==> src/rtl/tpu_seq_pkg.sv <==
// Shared types and default frame headers for the TPU frame sequencer.
package tpu_seq_pkg;

    typedef enum logic [2:0] {
        IDLE  = 3'd0,
        GRID  = 3'd1,
        MLEN  = 3'd2,
        MOVES = 3'd3,
        WAIT  = 3'd4
    } seq_state_e;

    localparam logic [7:0] DEF_GRID_HEADER = 8'b11010101;
    localparam logic [7:0] DEF_MOVE_HEADER = 8'b11101010;

endpackage

==> src/rtl/tpu_frame_sequencer.sv <==
// TPU frame sequencer: sits between the SPI slave byte stream and the TPU.
// It forwards well-formed GRID/MOVE frames one cycle late, drops stray
// bytes with an error pulse, and holds off new frames until tpu_done.
// Optional build macro SEQ_TIMEOUT_EN adds a mid-frame idle watchdog.
module tpu_frame_sequencer
    import tpu_seq_pkg::*;
#(
    parameter int                    DATA_WIDTH  = 8,
    parameter logic [DATA_WIDTH-1:0] GRID_HEADER = DATA_WIDTH'(DEF_GRID_HEADER),
    parameter logic [DATA_WIDTH-1:0] MOVE_HEADER = DATA_WIDTH'(DEF_MOVE_HEADER),
    parameter int                    GRID_BYTES  = 16,
    parameter int                    MAX_MOVES   = 220,
    parameter int                    TIMEOUT     = 1024
) (
    input  logic                  clk,
    input  logic                  nrst,
    input  logic                  rx_v,
    input  logic [DATA_WIDTH-1:0] rx_d,
    input  logic                  tpu_done,
    output logic                  tpu_iv,
    output logic [DATA_WIDTH-1:0] tpu_id,
    output logic                  seq_busy,
    output logic                  frame_ok,
    output logic                  frame_err,
    output logic [7:0]            err_cnt
);

    // Payload counter holds up to 2*N move bytes, N being one length byte.
    localparam int CNT_W = DATA_WIDTH + 1;
    localparam logic [DATA_WIDTH-1:0] MAX_LEN = DATA_WIDTH'(MAX_MOVES);

    if (GRID_BYTES < 1 || GRID_BYTES >= (1 << CNT_W)) begin : g_bad_grid
        $error("GRID_BYTES does not fit the payload counter");
    end
    if (MAX_MOVES < 1 || 2 * MAX_MOVES >= (1 << CNT_W)) begin : g_bad_moves
        $error("MAX_MOVES does not fit the payload counter");
    end
    if (TIMEOUT < 2) begin : g_bad_timeout
        $error("TIMEOUT must be at least 2");
    end

    // Saturating increment for the error counter; it never wraps.
    function automatic logic [7:0] sat_inc(input logic [7:0] v);
        return (v == 8'hFF) ? v : v + 8'd1;
    endfunction

    seq_state_e            state_q, state_d;
    logic [CNT_W-1:0]      cnt_q, cnt_d;
    logic                  iv_q, iv_d;
    logic [DATA_WIDTH-1:0] id_q, id_d;
    logic                  ok_q, ok_d;
    logic                  err_q, err_d;
    logic [7:0]            err_cnt_q, err_cnt_d;
`ifdef SEQ_TIMEOUT_EN
    localparam int WD_W = $clog2(TIMEOUT);
    logic [WD_W-1:0]       wd_q, wd_d;
`endif

    // Next-state, forwarding and error decisions for one incoming byte.
    always_comb begin
        state_d = state_q;
        cnt_d   = cnt_q;
        iv_d    = 1'b0;
        id_d    = id_q;
        ok_d    = 1'b0;
        err_d   = 1'b0;

        case (state_q)
            IDLE: begin
                if (rx_v) begin
                    if (rx_d == GRID_HEADER) begin
                        iv_d    = 1'b1;
                        id_d    = rx_d;
                        cnt_d   = CNT_W'(GRID_BYTES);
                        state_d = GRID;
                    end else if (rx_d == MOVE_HEADER) begin
                        iv_d    = 1'b1;
                        id_d    = rx_d;
                        state_d = MLEN;
                    end else begin
                        err_d   = 1'b1;
                    end
                end
            end
            GRID, MOVES: begin
                if (rx_v) begin
                    iv_d  = 1'b1;
                    id_d  = rx_d;
                    cnt_d = cnt_q - CNT_W'(1);
                    if (cnt_q == CNT_W'(1)) begin
                        ok_d    = 1'b1;
                        state_d = WAIT;
                    end
                end
            end
            MLEN: begin
                if (rx_v) begin
                    if (rx_d == '0 || rx_d > MAX_LEN) begin
                        err_d   = 1'b1;
                        state_d = IDLE;
                    end else begin
                        // Each move is two bytes on the wire.
                        iv_d    = 1'b1;
                        id_d    = rx_d;
                        cnt_d   = {rx_d, 1'b0};
                        state_d = MOVES;
                    end
                end
            end
            WAIT: begin
                // A byte arriving with tpu_done is still dropped, never parsed.
                if (rx_v) begin
                    err_d = 1'b1;
                end
                if (tpu_done) begin
                    state_d = IDLE;
                end
            end
            default: begin
                state_d = IDLE;
            end
        endcase

`ifdef SEQ_TIMEOUT_EN
        // Watchdog only runs mid-frame; any byte or state exit clears it.
        // It can only fire when rx_v is low, so it never collides with frame_ok.
        wd_d = '0;
        if ((state_q == GRID || state_q == MLEN || state_q == MOVES) && !rx_v) begin
            if (wd_q == WD_W'(TIMEOUT - 1)) begin
                err_d   = 1'b1;
                state_d = IDLE;
            end else begin
                wd_d = wd_q + WD_W'(1);
            end
        end
`endif

        err_cnt_d = err_d ? sat_inc(err_cnt_q) : err_cnt_q;
    end

    // Sequencer state and registered outputs; reset discards any frame in flight.
    always_ff @(posedge clk or negedge nrst) begin
        if (!nrst) begin
            state_q   <= IDLE;
            cnt_q     <= '0;
            iv_q      <= 1'b0;
            id_q      <= '0;
            ok_q      <= 1'b0;
            err_q     <= 1'b0;
            err_cnt_q <= 8'd0;
`ifdef SEQ_TIMEOUT_EN
            wd_q      <= '0;
`endif
        end else begin
            state_q   <= state_d;
            cnt_q     <= cnt_d;
            iv_q      <= iv_d;
            id_q      <= id_d;
            ok_q      <= ok_d;
            err_q     <= err_d;
            err_cnt_q <= err_cnt_d;
`ifdef SEQ_TIMEOUT_EN
            wd_q      <= wd_d;
`endif
        end
    end

    assign tpu_iv    = iv_q;
    assign tpu_id    = id_q;
    assign seq_busy  = (state_q != IDLE);
    assign frame_ok  = ok_q;
    assign frame_err = err_q;
    assign err_cnt   = err_cnt_q;

endmodule

==> config.mk <==
export PLATFORM = sky130hd
export DESIGN_NAME = tpu_frame_sequencer
export DESIGN_NICKNAME = d
export VERILOG_FILES = /design/src/rtl/tpu_seq_pkg.sv /design/src/rtl/tpu_frame_sequencer.sv
export SDC_FILE = /design/constraint.sdc
export NUM_CORES = 1
export LEC_CHECK = 0
export BUFFER_PORTS_ARGS = -buffer_cell sky130_fd_sc_hd__buf_2
export CELL_PAD_IN_SITES_DETAIL_PLACEMENT = 1
export CELL_PAD_IN_SITES_GLOBAL_PLACEMENT = 2
export CORE_ASPECT_RATIO = 2
export CORE_MARGIN = 10
export CORE_UTILIZATION = 30
export DETAILED_ROUTE_END_ITERATION = 6
export PLACE_DENSITY_LB_ADDON = 0.1
export RECOVER_POWER = 25
export SLEW_MARGIN = 0
export SYNTH_ARGS = -nofsm -noshare
export SYNTH_HDL_FRONTEND = slang
export SYNTH_SLANG_ARGS = --single-unit
==> constraint.sdc <==
create_clock -name clk -period 3.1 [get_ports clk]
set_input_delay 0.93 -clock clk [delete_from_list [all_inputs] [get_ports clk]]
set_output_delay 0.93 -clock clk [all_outputs]
set_load 0.02 [all_outputs]
==> results, run 1 <==
- The wire length of the first global-routing pass is 8790 um.
- For this configuration, the core starts out at a cell density of 0.3077.
- The signal on the critical path passes through buf_2 -> and4_1 -> a21o_1 -> o21ai_4 -> nand3_4 -> o32a_1.
- The initial antenna violation count is 0.
- The post-route core utilization is 0.3750.
- Setup total negative slack on the finished layout was measured at 0 ns.
- The switching component of the power is 1.001 mW.
- In the routed design, unresolved DRC markers number 0.
- The critical path data arrival time is 2.60 ns.
- 32 I/O pins were placed.
- For this block, the initial DRC count from the detailed router was 49.
- The level count of the clock H-tree is 2.
- The worst hold path terminates at cnt_q[8]$_DFFE_PN0P_.
- The number of synthesized register bits is 31.
- The setup slack of the worst register-to-register path is 0.89 ns.
- The cell count after synthesis came out at 171.
- The count of warnings emitted by yosys is 0.
- After floorplanning, the core was divided into 39 placement rows.
- The total leakage power is 0.9764 nW.
- The cell family contributing the most delay on the critical path is compound AO/OA/AOI/OAI gates.
- The number of global-route vias before repair is 1716.
- CTS saw 31 sinks.
- The startpoint of the lowest-slack hold path is cnt_q[8]$_DFFE_PN0P_.
- Across the VDD grid, the largest voltage drop is 0.0005142 V.
- Counting flops with a built-in enable in the synthesized netlist gives 0.
- The root buffer cell is sky130_fd_sc_hd__clkbuf_16.
- The maximum cell stage delay along the critical path is 0.46 ns.
- The final reports fail on capacitance limit, slew limit.
- The cell depth of the worst setup path is 6.
- The tool flagged a number of max-cap violations equal to 1.
- Ranked by instance count, the synthesized netlist is headed by sky130_fd_sc_hd__dfrtp_1, sky130_fd_sc_hd__a21oi_1, sky130_fd_sc_hd__nand3_1.
- Of the synthesized area, sequential elements account for 0.4416.
- The global-route usage over all layers is 0.1204.
- Summed over all layers, the routed wires come to 5390 um.
- The final period demand of the worst path is 2.434 ns.
- After clock tree synthesis, the clock-pin slew on the worst setup and hold paths is 0.05 ns.
- The flow ran to the end, but the final reports show violations.
- The worst flop-to-flop path endpoint is state_q[1]$_DFFE_PN0P_.
- The floorplan die height is 128.2 um.
- Setup violations remaining at the end of the flow were counted as 0.
- The slack of the critical path is 0.6661 ns.
- The buffers plus inverters on the worst setup path is 1.
- The number of nets in the synthesized netlist is 186.
- The element type at the critical path end is a register.
- Summing all multi-input logic gate instances after layout gives 914.6 sq um.
- After synthesis, the netlist uses 46 different library cells.
- The relative contribution of combinational cells to total power is 0.455.
- The number of vias per cell after detailed routing is 5.740.
- The top-area cell type share of the netlist area is 0.4416.
- The pre-CTS worst setup slack is 0.3559 ns.
- Setup repair after global routing left no endpoint under its margin.
- The average cell area after synthesis is 10.27 sq um.
- The worst endpoint required time is 3.26 ns.
- Of the total power, registers draw 0.321.
- The final route contains 1544 vias.
- The congestion estimate from routability-driven global placement came to 0.7713.
- The path class of the tightest hold or removal check is register to register.
- The total CTS buffers is 5.
- The synthesized design spends more area on one cell type than any other, namely sky130_fd_sc_hd__dfrtp_1.
- Counting instances, the worst hold path has a depth of 1.
- The antenna diode count is 0.
- Headroom to the max-slew limit came out at -0.1275.
- Along the worst path, the maximum fanout reaches 17.
- The hold violation total from the final report is 0.
- Global routing finished with a remaining overflow of 0.
- The largest individual stage delay along the critical path comes from the cell sky130_fd_sc_hd__o21ai_4.
- The worst setup path is of the primary input to register kind.
- The full die area is 0.009502 sq mm.
- The startpoint class of the critical path is a primary input.
- The achievable clock frequency is 410.9 MHz.
- The clock tree from TritonCTS is done.
- Internal power comes to 1.321 mW.
- The filler cells instantiated in the layout total 666.
- The post-cts gate resize count is 0.
- The prevailing post-synth register cell is sky130_fd_sc_hd__dfrtp_1.
- The completed layout was analyzed and its total power is 2.322 mW.
- The chip width is 74.11 um.
- After detailed routing, the average wire length per cell comes to 20.04 um.
- The count of buffers added on input and output ports is 31.
- The maximum buffer depth of the clock tree is 2.
- The share of flip-flops with an asynchronous set or reset after synthesis is 1.000.
- The portion of total power attributed to the clock network is 0.224.
- The synthesized netlist occupies a cell area of 0.001757 sq mm.
- The measured slew at the worst slew-check pin is 1.691 ns.
- The remaining antenna violation count after routing is 0.
- The number of max-slew violations in the final report was 32.
- The worst register-to-register path begins at cnt_q[5]$_DFFE_PN0P_.
- For the worst-skew pair, the clock arrives at the later sink with an insertion delay of 0.28 ns.
- For this run, the detailed router's first-pass iteration total came to 5.
- The maximum clock skew at final layout is 0.004066 ns.
- The core region is 0.005709 sq mm.
- Hold repair after CTS inserted 0 buffers.
- The relative area change from synthesis to final layout is 21.87%.
- Of the available clock period, the critical path in the final layout requires 0.7851.
- The largest net degree at the start of global routing is 32.
- The worst register-to-register path has a depth of 4.
- The area taken by flip-flops and latches is 775.7 sq um.
- The cell with the most instances after synthesis is sky130_fd_sc_hd__dfrtp_1.
- The cell area power density is 1084 mW/mm^2.
- In this run the post-CTS setup repair buffer count came out at 0.
- The net count reported at finish is 222.
- After synthesis, the cell types taking the most area are sky130_fd_sc_hd__dfrtp_1, sky130_fd_sc_hd__mux2_2, sky130_fd_sc_hd__a21oi_1, sky130_fd_sc_hd__nand3_1, sky130_fd_sc_hd__o2bb2ai_1.
- Of the total power, the share spent switching nets is 0.4310.
- Of the cells placed in the final design, the portion with a size suffix greater than 1 is 0.2788.
- After legalization and detailed placement, the total HPWL measured 4240 um.
flip-flops by register name, summed over array words and instances, names as in the netlist:
| name | count |
|---|---|
| cnt_q | 9 |
| err_cnt | 8 |
| frame_err | 1 |
| frame_ok | 1 |
| state_q | 3 |
| tpu_id | 8 |
| tpu_iv | 1 |
metrics by stage:
| stage | hold slack, ns | instance area (sq um) | instances |
|---|---|---|---|
| after floorplan | 0.4561 | 1757 | 171 |
| after global placement | 0.4818 | 1982 | 261 |
| after detailed placement | 0.4819 | 1982 | 261 |
| after CTS | 0.4956 | 2142 | 269 |
| after global routing | 0.5149 | 2141 | 269 |
| final | 0.4989 | 2141 | 269 |
logic make-up after synthesis:
logic type / Yosys count / synth area share
xor gates and xnor gates: 5 / 0.02493
adders and majority gates: 3 / 0.02137
buffers and inverters: 15 / 0.03775
AOI/OAI and AO/OA: 45 / 0.1994
and+or+nand+nor: 61 / 0.2044
DFF: 31 / 0.4416
muxes: 11 / 0.07051
power groups by stage:
stage / logic (mW) / clock network (mW) / registers (mW)
2_1_floorplan: 0.635 / 0 / 0.816
3_3_place_gp: 1.07 / 0 / 0.743
3_5_place_dp: 1.07 / 0 / 0.751
4_1_cts: 1.07 / 0.539 / 0.750
5_1_grt: 1.16 / 0.556 / 0.777
6_report: 1.06 / 0.520 / 0.746
cells in the final DEF, fill, tap and decap left out, types with 2 or more instances in the layout:
cell / synthesis / routed
sky130_fd_sc_hd__dfrtp_1: 31 / 31
sky130_fd_sc_hd__buf_2: 2 / 30
sky130_fd_sc_hd__a21oi_1: 12 / 12
sky130_fd_sc_hd__nand3_1: 12 / 12
sky130_fd_sc_hd__nand2_1: 11 / 11
sky130_fd_sc_hd__inv_1: 10 / 10
sky130_fd_sc_hd__mux2_2: 9 / 9
sky130_fd_sc_hd__nor2_1: 8 / 8
sky130_fd_sc_hd__and3_1: 6 / 6
sky130_fd_sc_hd__o2bb2ai_1: 6 / 6
sky130_fd_sc_hd__nand4_1: 5 / 5
sky130_fd_sc_hd__xor2_1: 5 / 5
sky130_fd_sc_hd__clkbuf_16: 0 / 5
sky130_fd_sc_hd__nor3_1: 4 / 4
sky130_fd_sc_hd__a32oi_1: 4 / 4
sky130_fd_sc_hd__nand2b_1: 3 / 3
sky130_fd_sc_hd__a22oi_1: 3 / 3
sky130_fd_sc_hd__o21ai_0: 3 / 3
sky130_fd_sc_hd__ha_1: 3 / 3
sky130_fd_sc_hd__buf_4: 0 / 3
sky130_fd_sc_hd__and4_1: 2 / 2
sky130_fd_sc_hd__o21a_1: 2 / 2
sky130_fd_sc_hd__nand3_4: 2 / 2
sky130_fd_sc_hd__nor4_1: 2 / 2
sky130_fd_sc_hd__mux2_1: 2 / 2
sky130_fd_sc_hd__o2111ai_1: 2 / 2
sky130_fd_sc_hd__clkbuf_8: 0 / 2
final cells by class:
class,count,area share
clock buffers,7,0.07130
clock inverters,1,0.003507
inverters,10,0.01753
multi-input cells,125,0.4272
flip-flops and latches,31,0.3624
well taps,61,0.03565
repair buffers,34,0.08241
routing by layer:
metal	up-vias	GRT usage	wire length (um)
met3	16	0.03333	293
met5	-	0	0
met1	758	0.1108	1883
li1	714	-	-
met2	56	0.2228	3016
met4	0	0.06615	197
worst max path at each step:
stage | from | to | slack (ns)
after floorplan | rx_d[1] | err_cnt[1]$_DFFE_PN0P_ | 0.85
after global placement | rx_d[2] | cnt_q[5]$_DFFE_PN0P_ | 0.45
after detailed placement | rx_d[4] | cnt_q[5]$_DFFE_PN0P_ | 0.36
after CTS | rx_d[4] | cnt_q[5]$_DFFE_PN0P_ | 0.67
after global routing | rx_d[4] | cnt_q[5]$_DFFE_PN0P_ | 0.59
final | rx_d[2] | cnt_q[5]$_DFFE_PN0P_ | 0.67
Power figures use the tool's default switching activity.
==> inputs of run 2 (changes only) <==
==> constraint.sdc (replaced) <==
create_clock -name clk -period 2 [get_ports clk]
set_input_delay 0.6 -clock clk [delete_from_list [all_inputs] [get_ports clk]]
set_output_delay 0.6 -clock clk [all_outputs]
set_load 0.02 [all_outputs]
==> run 2 against run 1 <==
  * The run now ends clean
  * Combinational power grew 77%
  * Setup slack lost 0.61 ns
  * Non-clock buffer count grew 29
==> results, run 2 (synthesis gave the netlist of run 1 again) <==
- The share of total power dissipated in combinational logic is 0.500.
- The design draws 3.772 mW.
- The hold violation total from the final report came to 0.
- The flip-flop count of the largest register after layout is 9.
- The startpoint class of the critical path is a register.
- The first-pass iteration count of the detailed router is 4.
- The number of DRC markers after the initial detailed-route iteration is 28.
- Once detail routing completed, the nets flagged for antenna violations numbered 0.
- Measured against its own limit, the worst slew margin works out to 0.4584.
- The wire length of the first global-routing pass is 9149 um.
- The HPWL after detailed placement is 4622 um.
- The portion of total power attributed to the clock network is 0.198.
- The initial utilization of the core area, before any placement, comes to 0.3077.
- The number of max-slew violations in the final report is 0.
- STA classifies the critical path endpoint as an output port.
- The run finished with clean final reports.
- The largest voltage drop on the vdd net is 0.0007703 V.
- The filler cells instantiated in the layout total 663.
- In the layout the commonest cells are sky130_fd_sc_hd__buf_4, sky130_fd_sc_hd__dfrtp_1, sky130_fd_sc_hd__buf_2.
- For this run, the total global-route usage over all layers was measured as 0.1252.
- The initial antenna violation count is 0.
- The footprint of the multi-input gates is 919.6 sq um.
- The total overflow left after global routing is 0.
- The root buffer cell is sky130_fd_sc_hd__clkbuf_16.
- Of the total power, the share spent switching nets is 0.4198.
- The achievable clock frequency is 514.5 MHz.
- The maximum clock skew at final layout is 0.004415 ns.
- Hold is met by 0.4122 ns.
- Dividing the detail-routed wire length by the instance count gives 18.96 um.
- The number of vias per cell after detailed routing is 5.448.
- The floorplan has 39 rows.
- The internal power of the cells totals 2.188 mW.
- The worst min-delay path category is primary input to async pin.
- The measured slew at the worst slew-check pin is 0.8124 ns.
- Across the run, the number of max-cap violations was 0.
- The port buffer count is 31.
- The critical path is of the register to output port type.
- The routability congestion estimate from global placement is 0.7698.
- The maximum buffer depth of the clock tree is 2.
- TritonCTS built the clock tree.
- The antenna diode count is 0.
- The sum of routed wire length over all layers is 5630 um.
- Setup violations remaining at the end of the flow were counted as 0.
- The largest net degree at the start of global routing is 32.
- The final period demand of the worst path is 1.944 ns.
- The die covers 0.009502 sq mm.
- The most common cell after layout, fill and taps aside is sky130_fd_sc_hd__buf_4.
- In this run, CTS created clock tree buffers numbering 5.
- The part of the power in registers is 0.302.
- The net count reported at finish is 251.
- The total area inside the core boundary comes to 0.005709 sq mm.
- The critical path data arrival time is 1.34 ns.
- The post-route core utilization is 0.4114.
- The share of cells above drive strength 1 is 0.3729.
- The number of global-route vias before repair was 1848.
- The final routed DRC violation total is 0.
- In this run the horizontal extent of the chip is 74.11 um.
- The worst endpoint required time is 1.40 ns.
- Dividing the final minimum period by the clock period gives 0.9719.
- The sequential cells in the finished layout cover a total of 775.7 sq um.
- The floorplan step set the die height to 128.2 um.
- The routed layout has 1618 vias.
- The clock reaches the later pin of the worst-skew pair after 0.28 ns.
- The number of top-level pins is 32.
- Compared with the post-synthesis result, the final layout area differs by 33.69%.
- In this run the worst path has a maximum fanout of 8.
- The largest register by flop count is cnt_q.
- After clock tree synthesis, the clock-pin slew on the worst setup and hold paths is 0.05 ns.
- The sink count of the clock tree is 31.
- The cell area power density is 1606 mW/mm^2.
- Setup repair after global routing left no endpoint under its margin.
- Summed over all nets, the switching power comes to 1.583 mW.
- In this run the number of H-tree levels came out at 2.
- In this run the static leakage power is 1.115 nW.
-- run 2: changes by cell type in the layout (fill, tap and decap cells not counted), sizes merged --
cell,before,now
buf,33,62
clkbuf,8,7
clkinv,0,1
clkinvlp,1,0
-- run 2: final cells by class --
| type | count | area share |
|---|---|---|
| tap | 61 | 0.03250 |
| clock buffer | 6 | 0.05914 |
| clock inverter | 1 | 0.002131 |
| inverter | 10 | 0.01598 |
| timing repair buffer | 63 | 0.1684 |
| multi-input combinational | 125 | 0.3916 |
| sequential | 31 | 0.3303 |
-- run 2: path summary, 6_finish.rpt --
path	slack, ns	startpoint	endpoint	depth (start not counted)
max	0.06	state_q[2]$_DFFE_PN0P_	seq_busy	2
min	0.41	nrst	cnt_q[1]$_DFFE_PN0P_	1
max reg2reg	0.17	state_q[2]$_DFFE_PN0P_	state_q[1]$_DFFE_PN0P_	5
min reg2reg	0.50	cnt_q[8]$_DFFE_PN0P_	cnt_q[8]$_DFFE_PN0P_	1
max in group asynchronous	1.08	nrst	cnt_q[7]$_DFFE_PN0P_	1
min in group clk	0.50	cnt_q[8]$_DFFE_PN0P_	cnt_q[8]$_DFFE_PN0P_	1
-- run 2: power groups by stage --
stage	combinational (mW)	sequential (mW)	clock, mW
2_1_floorplan	0.984	1.27	0
3_3_place_gp	1.87	1.13	0
3_5_place_dp	1.91	1.14	0
4_1_cts	1.92	1.14	0.774
5_1_grt	2.07	1.19	0.801
6_report	1.88	1.14	0.747
-- run 2: metal layers --
layer / wire, um / vias up / global-route usage
met5: 0 / - / 0
met4: 199 / 0 / 0.06615
met3: 299 / 13 / 0.03876
met2: 3167 / 40 / 0.2314
met1: 1963 / 795 / 0.1142
li1: - / 770 / -
-- run 2: stage by stage --
step / cell area, sq um / instances / TNS, ns / worst slack [ns]
final: 2349 / 297 / 0 / 0.05621
after global routing: 2349 / 297 / 0 / 0.01545
after CTS: 2344 / 297 / 0 / 0.01292
after detailed placement: 2200 / 290 / -3.087 / -0.1986
after global placement: 2200 / 290 / -2.063 / -0.1546
after floorplan: 1757 / 171 / 0 / 0.07869
-- run 2: worst max-delay path, cell delays in order (launching register included) --
cell                      delay [ns]
sky130_fd_sc_hd__dfrtp_1        0.46
sky130_fd_sc_hd__or3_4          0.44
sky130_fd_sc_hd__buf_2          0.17
-- run 2: timing repair --
action	4_1_cts	5_1_grt
resized for setup	0	1
setup buffers	0	0
endpoints found under the setup margin	0	1
hold buffers	0	0
